$ cat src/rtl/cpu4_ram_arbiter.sv
// Round-robin arbiter that shares one single-port RAM between instruction
// fetch (port 0) and load/store (port 1). At most one access goes to the RAM
// per clock. A {valid, owner} pipeline that matches the RAM read latency
// sends each read response back to the port that issued it.
module cpu4_ram_arbiter #(
  parameter int AW         = 8,
  parameter int DW         = 32,
  parameter int RD_LATENCY = 1   // 1..4 clocks from accepting edge to ram_q
) (
  input  logic          clk,
  input  logic          resetn,
  // requester 0: instruction fetch
  input  logic          req0,
  input  logic          we0,
  input  logic [AW-1:0] addr0,
  input  logic [DW-1:0] wdata0,
  output logic          gnt0,
  output logic          rvalid0,
  output logic [DW-1:0] rdata0,
  // requester 1: load/store
  input  logic          req1,
  input  logic          we1,
  input  logic [AW-1:0] addr1,
  input  logic [DW-1:0] wdata1,
  output logic          gnt1,
  output logic          rvalid1,
  output logic [DW-1:0] rdata1,
  // RAM side
  output logic [AW-1:0] ram_address,
  output logic [DW-1:0] ram_data,
  output logic          ram_wen,
  input  logic [DW-1:0] ram_q
);

  // Index of the port that won the most recent accepted access.
  // Resetting it to 1 lets port 0 win the first conflict.
  logic last_gnt_q, last_gnt_d;

  // Read-return pipeline: stage 0 loads on the accepting edge, and the last
  // stage lines up with the clock in which ram_q holds the data.
  logic [RD_LATENCY-1:0] vld_q, vld_d;
  logic [RD_LATENCY-1:0] own_q, own_d;

  logic accept;
  logic sel;
  logic rd_accept;

  // Grant decision: a single requester always wins. A conflict goes to the
  // port that did not win last. Reset masks every grant.
  always_comb begin
    // NOTE: every output gets a default first so no path can leave a value
    // unassigned. An unassigned path would infer a latch.
    gnt0 = 1'b0;
    gnt1 = 1'b0;
    if (resetn) begin
      if (req0 && req1) begin
        gnt0 = last_gnt_q;
        gnt1 = ~last_gnt_q;
      end else begin
        gnt0 = req0;
        gnt1 = req1;
      end
    end
  end

  assign accept    = gnt0 | gnt1;
  assign sel       = gnt1;
  assign rd_accept = (gnt0 & ~we0) | (gnt1 & ~we1);

  // RAM drive: route the granted port's command. Drive all zeros when idle.
  always_comb begin
    ram_wen     = 1'b0;
    ram_address = '0;
    ram_data    = '0;
    if (gnt0) begin
      ram_wen     = we0;
      ram_address = addr0;
      ram_data    = wdata0;
    end else if (gnt1) begin
      ram_wen     = we1;
      ram_address = addr1;
      ram_data    = wdata1;
    end
  end

  // Next state: last winner and the shifted read-return pipeline.
  always_comb begin
    last_gnt_d = accept ? sel : last_gnt_q;
    vld_d      = '0;
    own_d      = '0;
    vld_d[0]   = rd_accept;
    own_d[0]   = sel;
    for (int i = 1; i < RD_LATENCY; i++) begin
      vld_d[i] = vld_q[i-1];
      own_d[i] = own_q[i-1];
    end
  end

  // Control state: the reset clears in-flight reads and the arbitration history.
  always_ff @(posedge clk or negedge resetn) begin
    if (!resetn) begin
      last_gnt_q <= 1'b1;
      vld_q      <= '0;
    end else begin
      // NOTE: use non-blocking assignments so every register samples its
      // pre-edge value, whatever order the statements appear in.
      last_gnt_q <= last_gnt_d;
      vld_q      <= vld_d;
    end
  end

  // Owner bits: meaningful only next to a set valid bit.
  always_ff @(posedge clk) begin
    // NOTE: payload bits that travel with a valid flag need no reset.
    // Clearing the valid bits is enough to discard them.
    own_q <= own_d;
  end

  // Response routing: ram_q fans out to both ports, and rvalid picks the owner.
  assign rvalid0 = resetn & vld_q[RD_LATENCY-1] & ~own_q[RD_LATENCY-1];
  assign rvalid1 = resetn & vld_q[RD_LATENCY-1] &  own_q[RD_LATENCY-1];
  assign rdata0  = ram_q;
  assign rdata1  = ram_q;

endmodule

$ cat config.mk
export PLATFORM = sky130hd
export DESIGN_NAME = cpu4_ram_arbiter
export DESIGN_NICKNAME = d
export VERILOG_FILES = /design/src/rtl/cpu4_ram_arbiter.sv
export SDC_FILE = /design/constraint.sdc
export NUM_CORES = 1
export LEC_CHECK = 0
export ABC_AREA = 1
export CAP_MARGIN = 10
export CORE_AREA = 2 2 87 89
export CTS_CLUSTER_SIZE = 16
export DETAILED_ROUTE_END_ITERATION = 16
export DIE_AREA = 0 0 89 91
export PLACE_DENSITY = 0.82
export SKIP_LAST_GASP = 1
export SLEW_MARGIN = 20
export SYNTH_ARGS = -nofsm -noshare
export SYNTH_HDL_FRONTEND = slang
export SYNTH_SLANG_ARGS = --single-unit
$ cat constraint.sdc
create_clock -name clk -period 1.9 [get_ports clk]
set_clock_uncertainty 0.15 [all_clocks]
set_input_delay 0.38 -clock clk [delete_from_list [all_inputs] [get_ports clk]]
set_output_delay 0.38 -clock clk [all_outputs]
set_load 0.03 [all_outputs]
Word-level counts from Yosys, hierarchy flattened
Cells that the tools add are included.
{ "word_totals": {"inputBits": 118, "ram_bits": 0, "latch_bits": 0, "reg_bits": 3, "romBits": 0, "memories": 0, "output_inout_bits": 109, "elab_cells": 25} }
{ "classes": {"n_eq_ne": 0, "div": 0, "bitwise": 11, "mux": 10, "n_mul": 0, "order_cmp": 0, "n_shift": 0, "add_sub_neg": 0, "n_reduce_logical": 1} }
{ "ops": {"columns": ["operator", "n"], "rows": [
  ["$mux W32", 2],
  ["$mux W8", 2],
  ["$mux W1", 6],
  ["$and A1 B1 Y1", 5],
  ["$not A1 Y1", 4],
  ["$or A1 B1 Y1", 2],
  ["$logic_and A1 B1 Y1", 1]
]} }

Depth between registers and ports, before layout
Gate-level depths: netlist of run 1.
{ "logic_depth": {"word_depth": 5, "mapped_depth": 5, "depth_no_buf": 4} }

Least setup slack after synthesis of run 1
Ideal clock, no wire load.
{ "synth_path": {"kind": "register to output", "start": "reg last_gnt_q", "end": "out ram_address[0]", "path_slack_ps": 262, "arrival_ps": 1108, "required_time_ps": 1370, "n_path_buf": 1, "path_stages_with_launch": 6, "path_cell_list": "dfstp_2 inv_2 nand2_2 buf_6 nand3_1 nand2_1"} }
{ "synth_via": {"elab_chain_cells": 5, "word_cells_on_any_way": 7, "cone_classes": "mux: 6; bitwise: 1"} }
{ "synth_lines": {"columns": ["element", "line_no", "text"], "rows": [
  ["from (decl)", "37", "logic last_gnt_q, last_gnt_d;"],
  ["from (signal assigned)", "107", "last_gnt_q <= last_gnt_d;"],
  ["$not A1 Y1", "58", "gnt1 = ~last_gnt_q;"],
  ["$mux W1", "56", "if (req0 && req1) begin"],
  ["$mux W1", "55", "if (resetn) begin"],
  ["$mux W8", "79", "end else if (gnt1) begin"],
  ["$mux W8 *", "75", "if (gnt0) begin"],
  ["to (decl)", "29", "output logic [AW-1:0] ram_address,"]
]} }
Every way passes the cells marked *; elsewhere a longest branch is shown, timed or not.

Worst setup path after layout of run 1
{ "layout_path": {"start": "reg last_gnt_q", "end": "out ram_data[16]"} }
{ "layout_via": {"elab_chain_cells": 5, "word_cells_on_any_way": 7, "cone_classes": "mux: 6; bitwise: 1"} }
{ "layout_lines": {"columns": ["element", "line_no", "text"], "rows": [
  ["$not A1 Y1", "58", null],
  ["$mux W1", "56", null],
  ["$mux W1", "55", null],
  ["$mux W32", "79", null],
  ["$mux W32 *", "75", null],
  ["to (decl)", "30", "output logic [DW-1:0] ram_data,"]
]} }
Marked as above.

==> results.json, run 1 <==
{
  "final_util": 0.364,
  "nets": 415,
  "max_stage_delay_ps": 550,
  "clockBufferDepth": 2,
  "antenna_left": 0,
  "period_share": 1.01,
  "cts_sinks": 3,
  "drt-pass1-iter-count": 4,
  "rsz0062_at_grt": "true",
  "via_per_inst": 4.33,
  "htreeDepth": 1,
  "path_cells": "nand2_2 > buf_12 > nand3_1 > nand2_1 > buf_4",
  "seq_area_frac_synth": 0.0501,
  "timing.max_cap.violations": 0,
  "synth_most_common_cell": "nand3_1",
  "period_minus_slack_ps": 1920,
  "num_rows": 31,
  "die_area_um2": 8100,
  "antenna_cells": 0,
  "critPathRequiredTime_ps": 1370,
  "drc": 0,
  "startpoint_type": "flop",
  "die_h_um": 91,
  "ir_drop_v": 0.000151,
  "vias": 1709,
  "p_total_w": 0.00106,
  "grtUsageTotal": 0.135,
  "area_growth_pct": 82.3,
  "fmax_ghz": 0.520,
  "leakage_nw": 1.21,
  "cp.arrival_ps": 1390,
  "synth-edff-count": 0,
  "clkTransAtPathRegs_ps": 30,
  "io_pins": 227,
  "cts_hold_buf": 0,
  "grt_overflow": 0,
  "synth_commonest_cells": "74 x nand3_1, 65 x buf_4, 44 x nand2_1",
  "gp_congestion": 0.694,
  "synth_area_leaders": "buf_4 34%, nand3_1 26%, nand2_1 12%",
  "synth_cell_types": 18,
  "setup_slack_ps": -22.5,
  "setup_viol": 26,
  "yosysTopAreaCellShare": 0.343,
  "critPathTopFamily": "flip-flops",
  "chipWidth_um": 89,
  "tightestPinTransition_ps": 146,
  "grt_pass1_wl_mm": 8.58,
  "cp-end-kind": "primary output",
  "start_util": 0.200,
  "core_area_um2": 7140,
  "synth.net_count": 344,
  "yosysWarningCount": 0,
  "grt_pass1_vias": 1745,
  "hold_path.class": "input pin to asynchronous set/reset pin",
  "numCtsBuffers": 3,
  "antenna_found_initial": 0,
  "cts-root-buf": "clkbuf_8",
  "synthCells": 226,
  "r2r_slack_ps": 620,
  "path_buf_inv": 2,
  "grt_start_max_net_pins": 26,
  "avgRoutedWirePerCell_um": 15.0,
  "drt_iter0_markers": 78,
  "cts_tree": "yes",
  "synth_ff_type": "dfxtp_1",
  "io_buffers": 130,
  "crit_fanout": 25,
  "hpwlAfterDp_mm": 3.98,
  "power_density_nw_per_um2": 407,
  "ys_ff_latch": 3,
  "slowest_stage": "dfstp_2",
  "async_flop_share": 0.667,
  "clkLatencyLatePin_ps": 220,
  "hold_violations": 0,
  "netlist_area_um2": 1420,
  "slew_viol_final": 0,
  "drive_above_1_share": 0.318,
  "synth.avg_cell_area_um2": 6.30,
  "violations": "negative setup slack",
  "outcome": "complete, but fails checks",
  "totalWireLength_mm": 5.93,
  "yosys.area.top_type": "buf_4",
  "path_class": "flop to primary output",
  "slew_headroom": 0.901
}
power by group:
part	switching (W)	total, W	internal, W
sequential	0.00000517	0.0000779	0.0000727
clock	0.0000489	0.000193	0.000144
combinational	0.000384	0.000787	0.000403
cell usage in the layout (no fill, tap or decap):
cell,synthesis,final
nand2_1,44,38
inv_1,4,4
buf_6,11,28
a21oi_1,1,1
nand3_1,74,69
dfstp_2,1,1
clkdlybuf4s50_1,0,82
buf_4,65,21
clkinv_4,1,2
nand3_2,10,15
clkdlybuf4s15_1,0,1
nand2_8,0,1
buf_12,0,8
inv_4,0,1
clkbuf_2,0,1
nand2_2,4,9
dfrtp_1,1,1
clkbuf_8,0,3
clkbuf_16,0,1
dfxtp_1,1,1
buf_16,0,3
nor2_1,2,2
clkbuf_1,0,1
o21ai_0,1,1
dlygate4sd2_1,0,1
routing by layer:
| metal | global-route usage | routed length, um | vias to the layer above |
|---|---|---|---|
| met1 | 0.152 | 2160 | 804 |
| li1 | - | - | 821 |
| met2 | 0.244 | 3260 | 63 |
| met3 | 0.0218 | 377 | 21 |
| met4 | 0.0560 | 136 | 0 |
| met5 | 0 | 0 | - |
cell type report:
class                   instances  area, um2
clock buffers                   4       45.0
inverters                       7       38.8
fillers                       764       4540
well taps                      99        124
repair buffers                146       1590
flip-flops and latches          3       71.3
multi-input cells             136        732
final timing paths:
path	from	to	cells past startpoint
min reg2reg	last_gnt_q	last_gnt_q	3
min	resetn	vld_q	2
max reg2reg	last_gnt_q	vld_q	5
max in group asynchronous	resetn	last_gnt_q	2
min in group clk	last_gnt_q	last_gnt_q	3
max	last_gnt_q	ram_data[16]	5
state kept, by name, indices dropped and copies added, names as in the netlist:
| name | count |
|---|---|
| last_gnt_q | 1 |
| own_q | 1 |
| vld_q | 1 |
through the flow:
step	cells	worst slack [ps]	setup TNS [ps]	hold WS (ps)	area [um2]
2_1_floorplan	226	262	0	-65.6	1420
6_report	395	-22.5	-259	75.6	2600
4_1_cts	392	-76.3	-2260	78.2	2410
5_1_grt	395	-92.9	-2690	101	2600
3_5_place_dp	385	-216	-7730	380	2270
3_3_place_gp	385	-189	-6890	362	2270
cells by family after synthesis:
logic type | after synthesis | synth area share
AO/OA/AOI/OAI | 2 | 0.00702
buffers and inverters | 87 | 0.474
flip-flops | 3 | 0.0501
AND/OR/NAND/NOR | 134 | 0.469
what timing repair did:
item	in CTS	in global routing
hold endpoints to repair	0	0
buffers inserted	0	1
pin swaps	1	10
gates cloned	3	2
endpoints found under the setup margin	44	42
gates resized for setup	12	39
(Power assumes the default switching activity.)
==> run 2: changes to the inputs <==
- CORE_AREA: 2 2 87 89 -> 2 2 88 90
- DIE_AREA: 0 0 89 91 -> 0 0 90 92
- PLACE_DENSITY: 0.82 -> 0.8
- clock period: 1.9 -> 2.4 ns (I/O delays scaled with it)
==> results.json, run 2 (same netlist as run 1, synthesis figures left out) <==
{
  "multi_input_area_um2": 683,
  "clkLatencyLatePin_ps": 220,
  "reg2regPathDepth": 5,
  "cts_tree": "yes",
  "antenna_cells": 0,
  "io_buffers": 130,
  "power_density_nw_per_um2": 319,
  "path_cells": "clkdlybuf4s50_1 > nand2_2 > clkinv_2 > clkbuf_16 > nand3_1 > nand2_1 > buf_4",
  "vias": 1651,
  "max_stage_delay_ps": 520,
  "gp_congestion": 0.649,
  "crit_fanout": 21,
  "fill_cells": 824,
  "final_cell_mix": "84 x clkdlybuf4s50_1, 74 x nand3_1, 45 x buf_4",
  "start_util": 0.191,
  "slew_headroom": 0.832,
  "leakage_nw": 1.11,
  "core_area_um2": 7450,
  "period_share": 0.970,
  "setup_viol": 0,
  "antenna_found_initial": 0,
  "slowest_stage": "clkdlybuf4s50_1",
  "numCtsBuffers": 3,
  "htreeDepth": 1,
  "drc": 0,
  "totalWireLength_mm": 5.13,
  "area_growth_pct": 61.5,
  "grt_start_max_net_pins": 44,
  "area.sequential_um2": 71.3,
  "path_class": "input pin to primary output",
  "tightestPinTransition_ps": 251,
  "die_area_um2": 8280,
  "cp.arrival_ps": 1700,
  "hpwlAfterDp_mm": 3.47,
  "avgRoutedWirePerCell_um": 13.2,
  "period_minus_slack_ps": 2330,
  "dpl-instance-area_um2": 2200,
  "final_common_cell": "clkdlybuf4s50_1",
  "grtUsageTotal": 0.103,
  "p_total_w": 0.000733,
  "drt-pass1-iter-count": 4,
  "reg_top3": "last_gnt_q x1, own_q x1, vld_q x1",
  "rr_startpoint": "last_gnt_q",
  "drt_iter0_markers": 48,
  "startpoint_type": "input pin",
  "timing.max_cap.violations": 0,
  "hold_ws_ps": 186,
  "hold_path.class": "input pin to asynchronous set/reset pin",
  "cts_hold_buf": 0,
  "via_per_inst": 4.24,
  "cts_sinks": 3,
  "hold_violations": 0,
  "setup_slack_ps": 73.0,
  "cp-end-kind": "primary output",
  "grt_overflow": 0,
  "io_pins": 227,
  "drive_above_1_share": 0.254,
  "nets": 406,
  "grt_pass1_vias": 1681,
  "grt_pass1_wl_mm": 7.42,
  "slew_viol_final": 0,
  "antenna_left": 0,
  "cts-root-buf": "clkbuf_8",
  "die_h_um": 92,
  "outcome": "completed",
  "fmax_ghz": 0.430,
  "post_cts_buffers": 0,
  "num_rows": 32,
  "clkTransAtPathRegs_ps": 30,
  "chipWidth_um": 90,
  "rsz0062_at_grt": "true",
  "final_area_um2": 2300,
  "place_ws_ps": -40.7,
  "cp-startpoint": "req0",
  "clockBufferDepth": 2,
  "critPathRequiredTime_ps": 1770,
  "ir_drop_v": 0.000469
}
[run 2: cell types whose count changed in the layout (fill, tap and decap cells not counted), sizes merged]
cell	previous run	this run
clkinv	2	3
dlymetal6s2s	0	1
clkdlybuf4s50	82	84
buf	60	50
clkbuf	6	5
dlygate4sd2	1	0
clkdlybuf4s15	1	0
[run 2: timing repair]
item / CTS / global route
resized for setup: 1 / 4
endpoints found under the setup margin: 34 / 42
gates cloned: 0 / 2
[run 2: worst paths after layout]
kind	end	slack, ps
max	ram_data[0]	70
min	vld_q	190
max reg2reg	vld_q	1150
min reg2reg	last_gnt_q	420
max in group asynchronous	last_gnt_q	1730
min in group clk	last_gnt_q	420
[run 2: final cells by class]
class	count	share of cell area
timing repair buffer	136	0.572
multi-input combinational	136	0.297
tap	102	0.0555
sequential	3	0.0310
clock buffer	4	0.0196
inverter	7	0.0174
timing repair inverter	1	0.00707
[run 2: worst max-delay path, delay by kind of cell]
| kind | cells | cell delay (ps) |
|---|---|---|
| AND/OR/NAND/NOR | 3 | 240 |
| buffers and inverters | 4 | 970 |
[run 2: power breakdown]
part           switching (W)  leakage (nW)  total (W)  internal [W]
Sequential        0.00000319        0.0320  0.0000607     0.0000576
Clock              0.0000353        0.0228   0.000149      0.000113
Combinational       0.000274          1.06   0.000523      0.000249
[run 2: per-layer routing]
metal  track usage  vias up  part of all wire
met2         0.204       80              0.52
li1              -      804                 -
met1         0.102      742              0.37
met5             0        -                 0
met4        0.0513        0             0.030
met3        0.0205       25             0.082
[run 2: metrics by stage]
| step | setup TNS (ps) | util | std cells |
|---|---|---|---|
| 2_1_floorplan | 0 | - | 226 |
| 3_3_place_gp | -0.953 | 0.295 | 383 |
| 3_5_place_dp | -555 | 0.295 | 383 |
| 4_1_cts | 0 | 0.302 | 387 |
| 5_1_grt | -42.7 | 0.309 | 389 |
| 6_report | 0 | 0.309 | 389 |
==> run 3: changes to the inputs <==
--- a/config.mk
+++ b/config.mk
@@ -13,4 +13,5 @@
 export DIE_AREA = 0 0 90 92
 export PLACE_DENSITY = 0.8
+export RECOVER_POWER = 25
 export SKIP_LAST_GASP = 1
 export SLEW_MARGIN = 20
==> constraint.sdc (replaced) <==
create_clock -name clk -period 2.4 [get_ports clk]
set_clock_uncertainty 0.15 [all_clocks]
set_input_delay 0.6 -clock clk [delete_from_list [all_inputs] [get_ports clk]]
set_output_delay 0.6 -clock clk [all_outputs]
set_load 0.03 [all_outputs]
==> results.json, run 3 (same netlist as run 1, synthesis figures left out) <==
{
  "critPathRequiredTime_ps": 1650,
  "final_cell_mix": "82 x clkdlybuf4s50_1, 74 x nand3_1, 44 x nand2_1, 44 x buf_4, 10 x nand3_2",
  "numCtsBuffers": 3,
  "cp_num_cells": 5,
  "hold_path.class": "input pin to asynchronous set/reset pin",
  "power_density_nw_per_um2": 315,
  "clkTransAtPathRegs_ps": 30,
  "grt_start_max_net_pins": 27,
  "layout.cells.non_filler": 392,
  "critPathTopFamily": "buffers and inverters",
  "period_minus_slack_ps": 2290,
  "leakage_nw": 1.12,
  "crit_fanout": 3,
  "hpwlAfterDp_mm": 3.68,
  "io_pins": 227,
  "hold_ws_ps": 337,
  "fmax_ghz": 0.436,
  "period_share": 0.955,
  "place_ws_ps": -165,
  "slew_viol_final": 0,
  "die_area_um2": 8280,
  "grtUsageMet1": 0.117,
  "ir_drop_v": 0.000330,
  "avgRoutedWirePerCell_um": 12.0,
  "cts_sinks": 3,
  "dpl-instance-area_um2": 2250,
  "path_class": "input pin to primary output",
  "antenna_cells": 0,
  "cts_hold_buf": 0,
  "grtUsageTotal": 0.108,
  "start_util": 0.191,
  "fill_cells": 794,
  "slowest_stage": "dlygate4sd2_1",
  "via_per_inst": 4.20,
  "vias": 1646,
  "drive_above_1_share": 0.259,
  "die_h_um": 92,
  "tightestPinTransition_ps": 269,
  "grtUsageMet3": 0.0238,
  "final_common_cell": "clkdlybuf4s50_1",
  "clockBufferDepth": 2,
  "cts_tree": "yes",
  "chipWidth_um": 90,
  "gp_congestion": 0.677,
  "p_total_w": 0.000733,
  "cp.arrival_ps": 1540,
  "grt_pass1_wl_mm": 7.61,
  "path_buf_inv": 3,
  "slew_headroom": 0.820,
  "clkLatencyLatePin_ps": 210,
  "timing.max_cap.violations": 0,
  "htreeDepth": 1,
  "dp_cells": 387,
  "io_buffers": 130,
  "core_area_um2": 7450,
  "grt_overflow": 0,
  "cp-end-kind": "primary output",
  "final_area_um2": 2330,
  "use_met2": 0.202,
  "antenna_found_initial": 0,
  "max_stage_delay_ps": 260,
  "drt-pass1-iter-count": 4,
  "area_growth_pct": 63.6,
  "outcome": "completed",
  "grt_pass1_vias": 1647,
  "startpoint_type": "input pin",
  "setup_viol": 0,
  "cp-startpoint": "resetn",
  "nets": 409,
  "reg2regPathDepth": 5,
  "rr_startpoint": "last_gnt_q",
  "drt_iter0_markers": 49,
  "num_rows": 32,
  "rsz0062_at_grt": "false",
  "cts-root-buf": "clkbuf_8",
  "totalWireLength_mm": 4.72,
  "antenna_left": 0,
  "setup_slack_ps": 108,
  "hold_violations": 0,
  "path_cells": "dlygate4sd2_1 > clkbuf_1 > nand2_1 > nor2_1 > buf_12",
  "post_cts_buffers": 0,
  "grt-busiest-layer": "met2",
  "drc": 0,
  "reg_top3": "last_gnt_q x1, own_q x1, vld_q x1"
}
## run 3: cell types whose count changed in the layout (fill, tap and decap cells not counted), sizes merged
cell and delta:
buf +4, clkdlybuf4s50 -2, clkinv -1, dlygate4sd2 +3
dlymetal6s2s -1
## run 3: routing by layer
layer / up-vias / share of wire
li1: 807 / -
met3: 20 / 0.082
met1: 743 / 0.38
met5: - / 0
met4: 0 / 0.023
met2: 76 / 0.51
## run 3: power by group
part	switching (W)	internal (W)	leakage, nW
Clock	0.0000333	0.000113	0.0228
Sequential	0.00000308	0.0000575	0.0320
Combinational	0.000268	0.000258	1.06
## run 3: timing repair
| item | 4_1_cts | 5_1_grt |
|---|---|---|
| setup endpoints to repair | 43 | 13 |
| gates resized for setup | 5 | 2 |
| pin swaps | 0 | 2 |
| hold endpoints to repair | 0 | 0 |
| gates cloned | 1 | 0 |
## run 3: area by class of cell
| type | count | area (um2) | area share |
|---|---|---|---|
| flip-flops and latches | 3 | 71.3 | 0.0306 |
| clock buffers | 4 | 45.0 | 0.0193 |
| repair buffers | 140 | 1370 | 0.589 |
| inverters | 7 | 36.3 | 0.0156 |
| multi-input cells | 136 | 678 | 0.291 |
| well taps | 102 | 128 | 0.0548 |
## run 3: worst paths after layout
kind	endpoint	slack [ps]
worst max-delay path	rvalid1	110
worst min-delay path	vld_q	340
worst max register to register	vld_q	1150
worst min register to register	last_gnt_q	380
max in group asynchronous	last_gnt_q	1530
min in group clk	last_gnt_q	380
## run 3: metrics by stage
stage / setup TNS [ps] / utilization
after detailed placement: -5060 / 0.303
after global routing: 0 / 0.313
final: 0 / 0.313
after CTS: 0 / 0.314
after global placement: -4460 / 0.303
after floorplan: 0 / -
